==> config.mk <==
export PLATFORM = sky130hd
export DESIGN_NAME = instr_decoder_seq
export DESIGN_NICKNAME = d
export VERILOG_FILES = /design/src/rtl/instr_dec_pkg.sv /design/src/rtl/instr_dec_core.sv /design/src/rtl/instr_decoder_seq.sv
export SDC_FILE = /design/constraint.sdc
export NUM_CORES = 1
export LEC_CHECK = 0
export CORE_MARGIN = 3
export CORE_UTILIZATION = 30
export CTS_CLUSTER_DIAMETER = 30
export DETAILED_ROUTE_END_ITERATION = 16
export HOLD_SLACK_MARGIN = 0.03
export PLACE_DENSITY_LB_ADDON = 0.25
export SETUP_SLACK_MARGIN = 0.2
export SYNTH_ARGS = -nofsm -noshare
export SYNTH_HDL_FRONTEND = slang
export SYNTH_SLANG_ARGS = --single-unit
==> constraint.sdc <==
create_clock -name clk -period 1.82 [get_ports clk]
set_clock_uncertainty 0.2 [all_clocks]
set_input_delay 0.364 -clock clk [delete_from_list [all_inputs] [get_ports clk]]
set_output_delay 0.364 -clock clk [all_outputs]
set_load 0.01 [all_outputs]
==> src/rtl/instr_dec_pkg.sv <==
// instr_dec_pkg: shared constants and types for the sequential instruction decoder.
//   - opcode values (OP_*), ALU mode encodings (MODE_*), status bit positions (ST_*)
//   - dec_t: per-instruction decode record produced by instr_dec_core
//   - state_t: issue FSM states used by instr_decoder_seq
package instr_dec_pkg;

  localparam int unsigned OP_NOP = 0;
  localparam int unsigned OP_LDI = 1;
  localparam int unsigned OP_M1  = 2;
  localparam int unsigned OP_M2  = 3;
  localparam int unsigned OP_M3  = 4;
  localparam int unsigned OP_M4  = 5;

  localparam logic [2:0] MODE_LDI = 3'd0;
  localparam logic [2:0] MODE_1   = 3'd1;
  localparam logic [2:0] MODE_2   = 3'd2;
  localparam logic [2:0] MODE_3   = 3'd3;
  localparam logic [2:0] MODE_4   = 3'd4;

  localparam int unsigned ST_ILL = 0;  // illegal opcode
  localparam int unsigned ST_IDX = 1;  // register index out of range

  typedef struct packed {
    logic       issue;    // instruction produces a record for the ALU
    logic       trap;     // instruction is consumed but flagged
    logic       is_ldi;   // load-immediate record
    logic       ill_op;   // opcode not in the map
    logic       idx_oor;  // operand does not fit in the register index
    logic [2:0] mode;     // ALU mode for an issued record
  } dec_t;

  typedef enum logic {
    S_IDLE  = 1'b0,
    S_ISSUE = 1'b1
  } state_t;

endpackage

==> src/rtl/instr_dec_core.sv <==
// instr_dec_core: combinational field split and opcode classification.
//   instr in  : instruction word {OPR, OPA}
//   dec   out : decode record (issue / trap / flags / mode)
//   opa   out : operand field
//   idx   out : low IDX_W bits of the operand (register index)
module instr_dec_core
  import instr_dec_pkg::*;
#(
  parameter int OPR_W = 4,
  parameter int OPA_W = 4,
  parameter int IDX_W = 3
) (
  input  logic [OPR_W+OPA_W-1:0] instr,
  output dec_t                   dec,
  output logic [OPA_W-1:0]       opa,
  output logic [IDX_W-1:0]       idx
);

  localparam logic [OPR_W-1:0] C_NOP = OPR_W'(OP_NOP);
  localparam logic [OPR_W-1:0] C_LDI = OPR_W'(OP_LDI);
  localparam logic [OPR_W-1:0] C_M1  = OPR_W'(OP_M1);
  localparam logic [OPR_W-1:0] C_M2  = OPR_W'(OP_M2);
  localparam logic [OPR_W-1:0] C_M3  = OPR_W'(OP_M3);
  localparam logic [OPR_W-1:0] C_M4  = OPR_W'(OP_M4);

  logic [OPR_W-1:0] opr_s;
  logic             oor_s;
  logic             reg_op_s;
  logic [2:0]       reg_mode_s;

  assign opr_s = instr[OPR_W+OPA_W-1:OPA_W];
  assign opa   = instr[OPA_W-1:0];
  assign idx   = opa[IDX_W-1:0];
  // Any operand bit above the index field means the register does not exist.
  assign oor_s = |(opa >> IDX_W);

  // Opcode lookup: classify into NOP / LDI / register op / illegal.
  always_comb begin
    dec        = '0;
    reg_op_s   = 1'b0;
    reg_mode_s = MODE_LDI;
    case (opr_s)
      C_NOP: begin
        dec.issue = 1'b0;
      end
      C_LDI: begin
        dec.issue  = 1'b1;
        dec.is_ldi = 1'b1;
        dec.mode   = MODE_LDI;
      end
      C_M1: begin
        reg_op_s   = 1'b1;
        reg_mode_s = MODE_1;
      end
      C_M2: begin
        reg_op_s   = 1'b1;
        reg_mode_s = MODE_2;
      end
      C_M3: begin
        reg_op_s   = 1'b1;
        reg_mode_s = MODE_3;
      end
      C_M4: begin
        reg_op_s   = 1'b1;
        reg_mode_s = MODE_4;
      end
      default: begin
        dec.trap   = 1'b1;
        dec.ill_op = 1'b1;
      end
    endcase
    if (reg_op_s) begin
      dec.mode    = reg_mode_s;
      dec.issue   = !oor_s;
      dec.trap    = oor_s;
      dec.idx_oor = oor_s;
    end else begin
      dec.idx_oor = 1'b0;
    end
  end

endmodule

==> src/rtl/instr_decoder_seq.sv <==
// instr_decoder_seq: registered instruction decoder between fetch and the ALU.
//   clk, rst_n              : clock, asynchronous active-low reset
//   instr_valid/instr_ready : instruction handshake; instr = {OPR, OPA}
//   out_valid/out_ready     : decode record handshake towards the ALU
//   mode, index, accumulator: decode record
//   status                  : sticky trap flags [0] illegal opcode, [1] index out of range
//   illegal                 : one-cycle pulse after a trapped instruction is accepted
//   processing              : toggles once per issued record
// Optional: define INSTR_DEC_PERF_EN to add saturating issue_count / trap_count outputs.
module instr_decoder_seq
  import instr_dec_pkg::*;
#(
  parameter int OPR_W = 4,
  parameter int OPA_W = 4,
  parameter int IDX_W = 3
) (
  input  logic                   clk,
  input  logic                   rst_n,
  input  logic                   instr_valid,
  output logic                   instr_ready,
  input  logic [OPR_W+OPA_W-1:0] instr,
  output logic                   out_valid,
  input  logic                   out_ready,
  output logic [2:0]             mode,
  output logic [IDX_W-1:0]       index,
  output logic [OPA_W-1:0]       accumulator,
  output logic [3:0]             status,
  output logic                   illegal,
  output logic                   processing
`ifdef INSTR_DEC_PERF_EN
  ,
  output logic [15:0]            issue_count,
  output logic [15:0]            trap_count
`endif
);

  dec_t             dec_s;
  logic [OPA_W-1:0] opa_s;
  logic [IDX_W-1:0] idx_s;
  logic             accept_s;
  logic             issue_acc_s;
  logic             trap_acc_s;
  state_t           state_r;
  state_t           state_nx_s;
  logic [2:0]       mode_r;
  logic [IDX_W-1:0] index_r;
  logic [OPA_W-1:0] acc_r;
  logic [3:0]       status_r;
  logic             illegal_r;
  logic             proc_r;

  instr_dec_core #(
    .OPR_W(OPR_W),
    .OPA_W(OPA_W),
    .IDX_W(IDX_W)
  ) u_core (
    .instr(instr),
    .dec  (dec_s),
    .opa  (opa_s),
    .idx  (idx_s)
  );

  assign out_valid   = (state_r == S_ISSUE);
  assign instr_ready = !out_valid || out_ready;
  assign accept_s    = instr_valid && instr_ready;
  assign issue_acc_s = accept_s && dec_s.issue;
  assign trap_acc_s  = accept_s && dec_s.trap;

  assign mode        = mode_r;
  assign index       = index_r;
  assign accumulator = acc_r;
  assign status      = status_r;
  assign illegal     = illegal_r;
  assign processing  = proc_r;

  // FSM state register.
  always_ff @(posedge clk or negedge rst_n) begin
    if (!rst_n) begin
      state_r <= S_IDLE;
    end else begin
      state_r <= state_nx_s;
    end
  end

  // FSM next state: a new issuable acceptance always lands in ISSUE.
  always_comb begin
    state_nx_s = state_r;
    case (state_r)
      S_IDLE: begin
        if (issue_acc_s) begin
          state_nx_s = S_ISSUE;
        end else begin
          state_nx_s = S_IDLE;
        end
      end
      S_ISSUE: begin
        if (out_ready && !issue_acc_s) begin
          state_nx_s = S_IDLE;
        end else begin
          state_nx_s = S_ISSUE;
        end
      end
      default: begin
        state_nx_s = S_IDLE;
      end
    endcase
  end

  // Record, sticky status and trap pulse; trapped words leave the record untouched.
  always_ff @(posedge clk or negedge rst_n) begin
    if (!rst_n) begin
      mode_r    <= 3'd0;
      index_r   <= '0;
      acc_r     <= '0;
      status_r  <= 4'd0;
      illegal_r <= 1'b0;
      proc_r    <= 1'b0;
    end else begin
      illegal_r <= trap_acc_s;
      if (issue_acc_s) begin
        mode_r <= dec_s.mode;
        proc_r <= !proc_r;
        if (dec_s.is_ldi) begin
          index_r  <= '0;
          acc_r    <= opa_s;
          status_r <= 4'd0;
        end else begin
          index_r <= idx_s;
        end
      end else if (trap_acc_s) begin
        if (dec_s.ill_op) begin
          status_r[ST_ILL] <= 1'b1;
        end
        if (dec_s.idx_oor) begin
          status_r[ST_IDX] <= 1'b1;
        end
      end
    end
  end

`ifdef INSTR_DEC_PERF_EN
  logic [15:0] issue_cnt_r;
  logic [15:0] trap_cnt_r;

  assign issue_count = issue_cnt_r;
  assign trap_count  = trap_cnt_r;

  // Saturating performance counters; only reset clears them.
  always_ff @(posedge clk or negedge rst_n) begin
    if (!rst_n) begin
      issue_cnt_r <= 16'd0;
      trap_cnt_r  <= 16'd0;
    end else begin
      if (issue_acc_s && (issue_cnt_r != 16'hFFFF)) begin
        issue_cnt_r <= issue_cnt_r + 16'd1;
      end
      if (trap_acc_s && (trap_cnt_r != 16'hFFFF)) begin
        trap_cnt_r <= trap_cnt_r + 16'd1;
      end
    end
  end
`endif

endmodule
==> qor.csv <==
metric,value,unit
CTS tree,yes,
clk_lat worst skew,270,ps
htree depth,1,
Inst Count DP,144,
Syn Inst Count,76,
Max VDD drop,0.000518,V
HP Class,primary input to asynchronous set/reset pin,
Pwr Density,737,mW/mm^2
Max Cap Viol,0,
register bit total from synthesis,15,
Fmax achieved,0.584,GHz
post-synth top area share,47.3,%
Synth Area in Adders,0,%
critical path launch point type,flip-flop,
RSZ-0062 raised after global routing,yes,
fraction of registers with async set/reset,100,%
PortBufs,27,
first-pass GRT wire length,3060,um
Post-Route WL,1930,um
Rows,18,
gp weighted congestion,0.901,
most frequent cell after synthesis,dfrtp_1,
max-slew violations,0,
I/O pins,30,
Critical Path AT,1680,ps
power consumption,941,uW
status,completed,
Vias,730,
pre-CTS WS,-391,ps
largest family of logic cells by synthesized area,simple AND/OR/NAND/NOR gates,
Synth Area in Compound Gates,17.2,%
core area,0.00250,sq mm
Overflow after GRT,0,
Worst setup EP type,flip-flop,
XOR/XNOR Fraction of Synth Area,2.21,%
Tot GR Track Use,11.8,%
Yosys top cell by area,dfrtp_1,
Final min period,1710,ps
maximum clock insertion buffer count,2,
setup_tns,0,ps
initial drt markers,10,
layout cells sized above 1,34.4,%
die area,0.00330,sq mm
Final ANT Viol Nets,0,
final non-filler cell total,152,
# diodes,0,
Initial Util,31.7,%
Final Cycle Share,94.1,%
synth warn,0,
Wirelength per Cell,12.7,um
synth cell count leaders,"dfrtp_1 (15), nor2_1 (8), nand2_1 (6)",
# DRC,0,
crit-path max FO,6,
LEAKAGE,0.000623,uW
Post-CTS Hold Buffers,0,
post-synthesis sequential area ratio,47.3,%
"Top FF cell, synth",dfrtp_1,
Crit path required time,1780,ps
HPWL reported at the end of detailed placement,1460,um
nets@finish,135,
Fill cells,242,
simple logic cell fraction of the synthesized area,17.2,%
hold slack,202,ps
vias in the first global route,699,
"Clk pin slew, worst setup/hold paths",80,ps
Fin. Hold Viols,0,
largest net degree at the start of global routing,16,
final setup margin,108,ps
initial antenna violation count,0,
crit path kind,flip-flop to flip-flop,
Via density,4.80,
mux contribution to synthesized area,7.57,%
Num CTS Buffers,3,
post-synth cell types,34,
"top cells by area, synth","dfrtp_1 (47%), mux2_2 (5.7%), buf_6 (4.3%), nor2_1 (3.8%), a22o_1 (3.3%)",
root buffer cell,clkbuf_4,
"Avg Cell Area, Syn",10.4,sq um
Area Growth Syn to Fin,60.9,%
First-pass DRT Iterations,4,
Clock Sinks,15,
area of the multi-input gates,418,sq um
post-synthesis cell area,793,sq um
Sequential cell area,375,sq um
number of synthesized flops with an enable pin,0,
"Setup violations, final",0,
die span in x,57.4,um
die height,57.4,um
-- metrics by stage --
step / instance area (sq um) / util [%]
3_5_place_dp: 1180 / 47.0
3_3_place_gp: 1180 / 47.0
6_report: 1280 / 51.1
4_1_cts: 1250 / 49.8
5_1_grt: 1280 / 51.1
2_1_floorplan: 797 / -
-- registers in the layout, indices dropped and copies added (netlist names) --
| register | count |
|---|---|
| status | 2 |
| processing | 1 |
| accumulator | 4 |
| mode | 3 |
| out_valid | 1 |
| index | 3 |
| illegal | 1 |
-- worst max-delay path, cell delays in order (launching register included) --
cell and delay [ps]:
dfrtp_1 400, buf_6 120, nand2b_4 90, o311ai_4 100
or3_4 390, mux2_4 300
-- worst paths after layout --
kind	slack, ps	cells past startpoint	start	endpoint
worst min register to register	270	1	processing	processing
worst max register to register	110	5	out_valid	mode[1]
max in group asynchronous	1040	2	rst_n	status[0]
worst max-delay path	110	5	out_valid	mode[1]
worst min-delay path	200	2	rst_n	out_valid
min in group clk	270	1	processing	processing
-- area by class of cell --
class | instances | area share, %
Clock buffer | 4 | 2.06
Multi-Input combinational cell | 54 | 32.7
Sequential cell | 15 | 29.4
Tap cell | 30 | 2.94
Timing Repair Buffer | 49 | 32.8
-- cell usage in the layout (no fill, tap or decap), drive strengths merged --
cell           instances
buf                   23
dlygate4sd2           20
dfrtp                 15
nor2                   9
nand2                  6
mux2                   5
clkdlybuf4s50          4
clkbuf                 4
a22o                   3
o21ai                  3
xnor2                  2
nor3                   2
conb                   2
nand2b                 2
a21oi                  2
and2                   2
nand3                  2
a211oi                 1
nor2b                  1
o311ai                 1
or3                    1
a32o                   1
o21bai                 1
o311a                  1
a31oi                  1
nand3b                 1
o21a                   1
a32oi                  1
and3b                  1
o41ai                  1
a221o                  1
dlymetal6s2s           1
clkdlybuf4s15          1
-- where the power goes --
group / total (uW) / internal, uW / switching (uW)
Combinational: 331 / 187 / 144
Sequential: 431 / 397 / 34.5
Clock: 179 / 84.8 / 94.2
Total: 941 / 668 / 273
-- logic make-up (layout without fill, tap and decap cells) --
| family | after synthesis | count (layout) |
|---|---|---|
| other cells | 1 | 2 |
| flops | 15 | 15 |
| compound gates | 18 | 18 |
| mux | 5 | 5 |
| buf+inv | 8 | 53 |
| simple gates | 27 | 27 |
| xor+xnor | 2 | 2 |
-- layer usage --
layer  GRT usage, %  up-vias  share of wire [%]
met4           2.32        0               0.47
li1               -      361                  -
met2           19.7       20                 49
met3           4.75        2                6.1
met5              0        -                  0
met1           14.5      347                 45
-- repair_timing --
item,in CTS,in global routing
resized for setup,31,11
setup buffers,3,1
endpoints found under the setup margin,29,14
pin swaps,5,5
No activity file was read; power rests on OpenSTA's default activity.
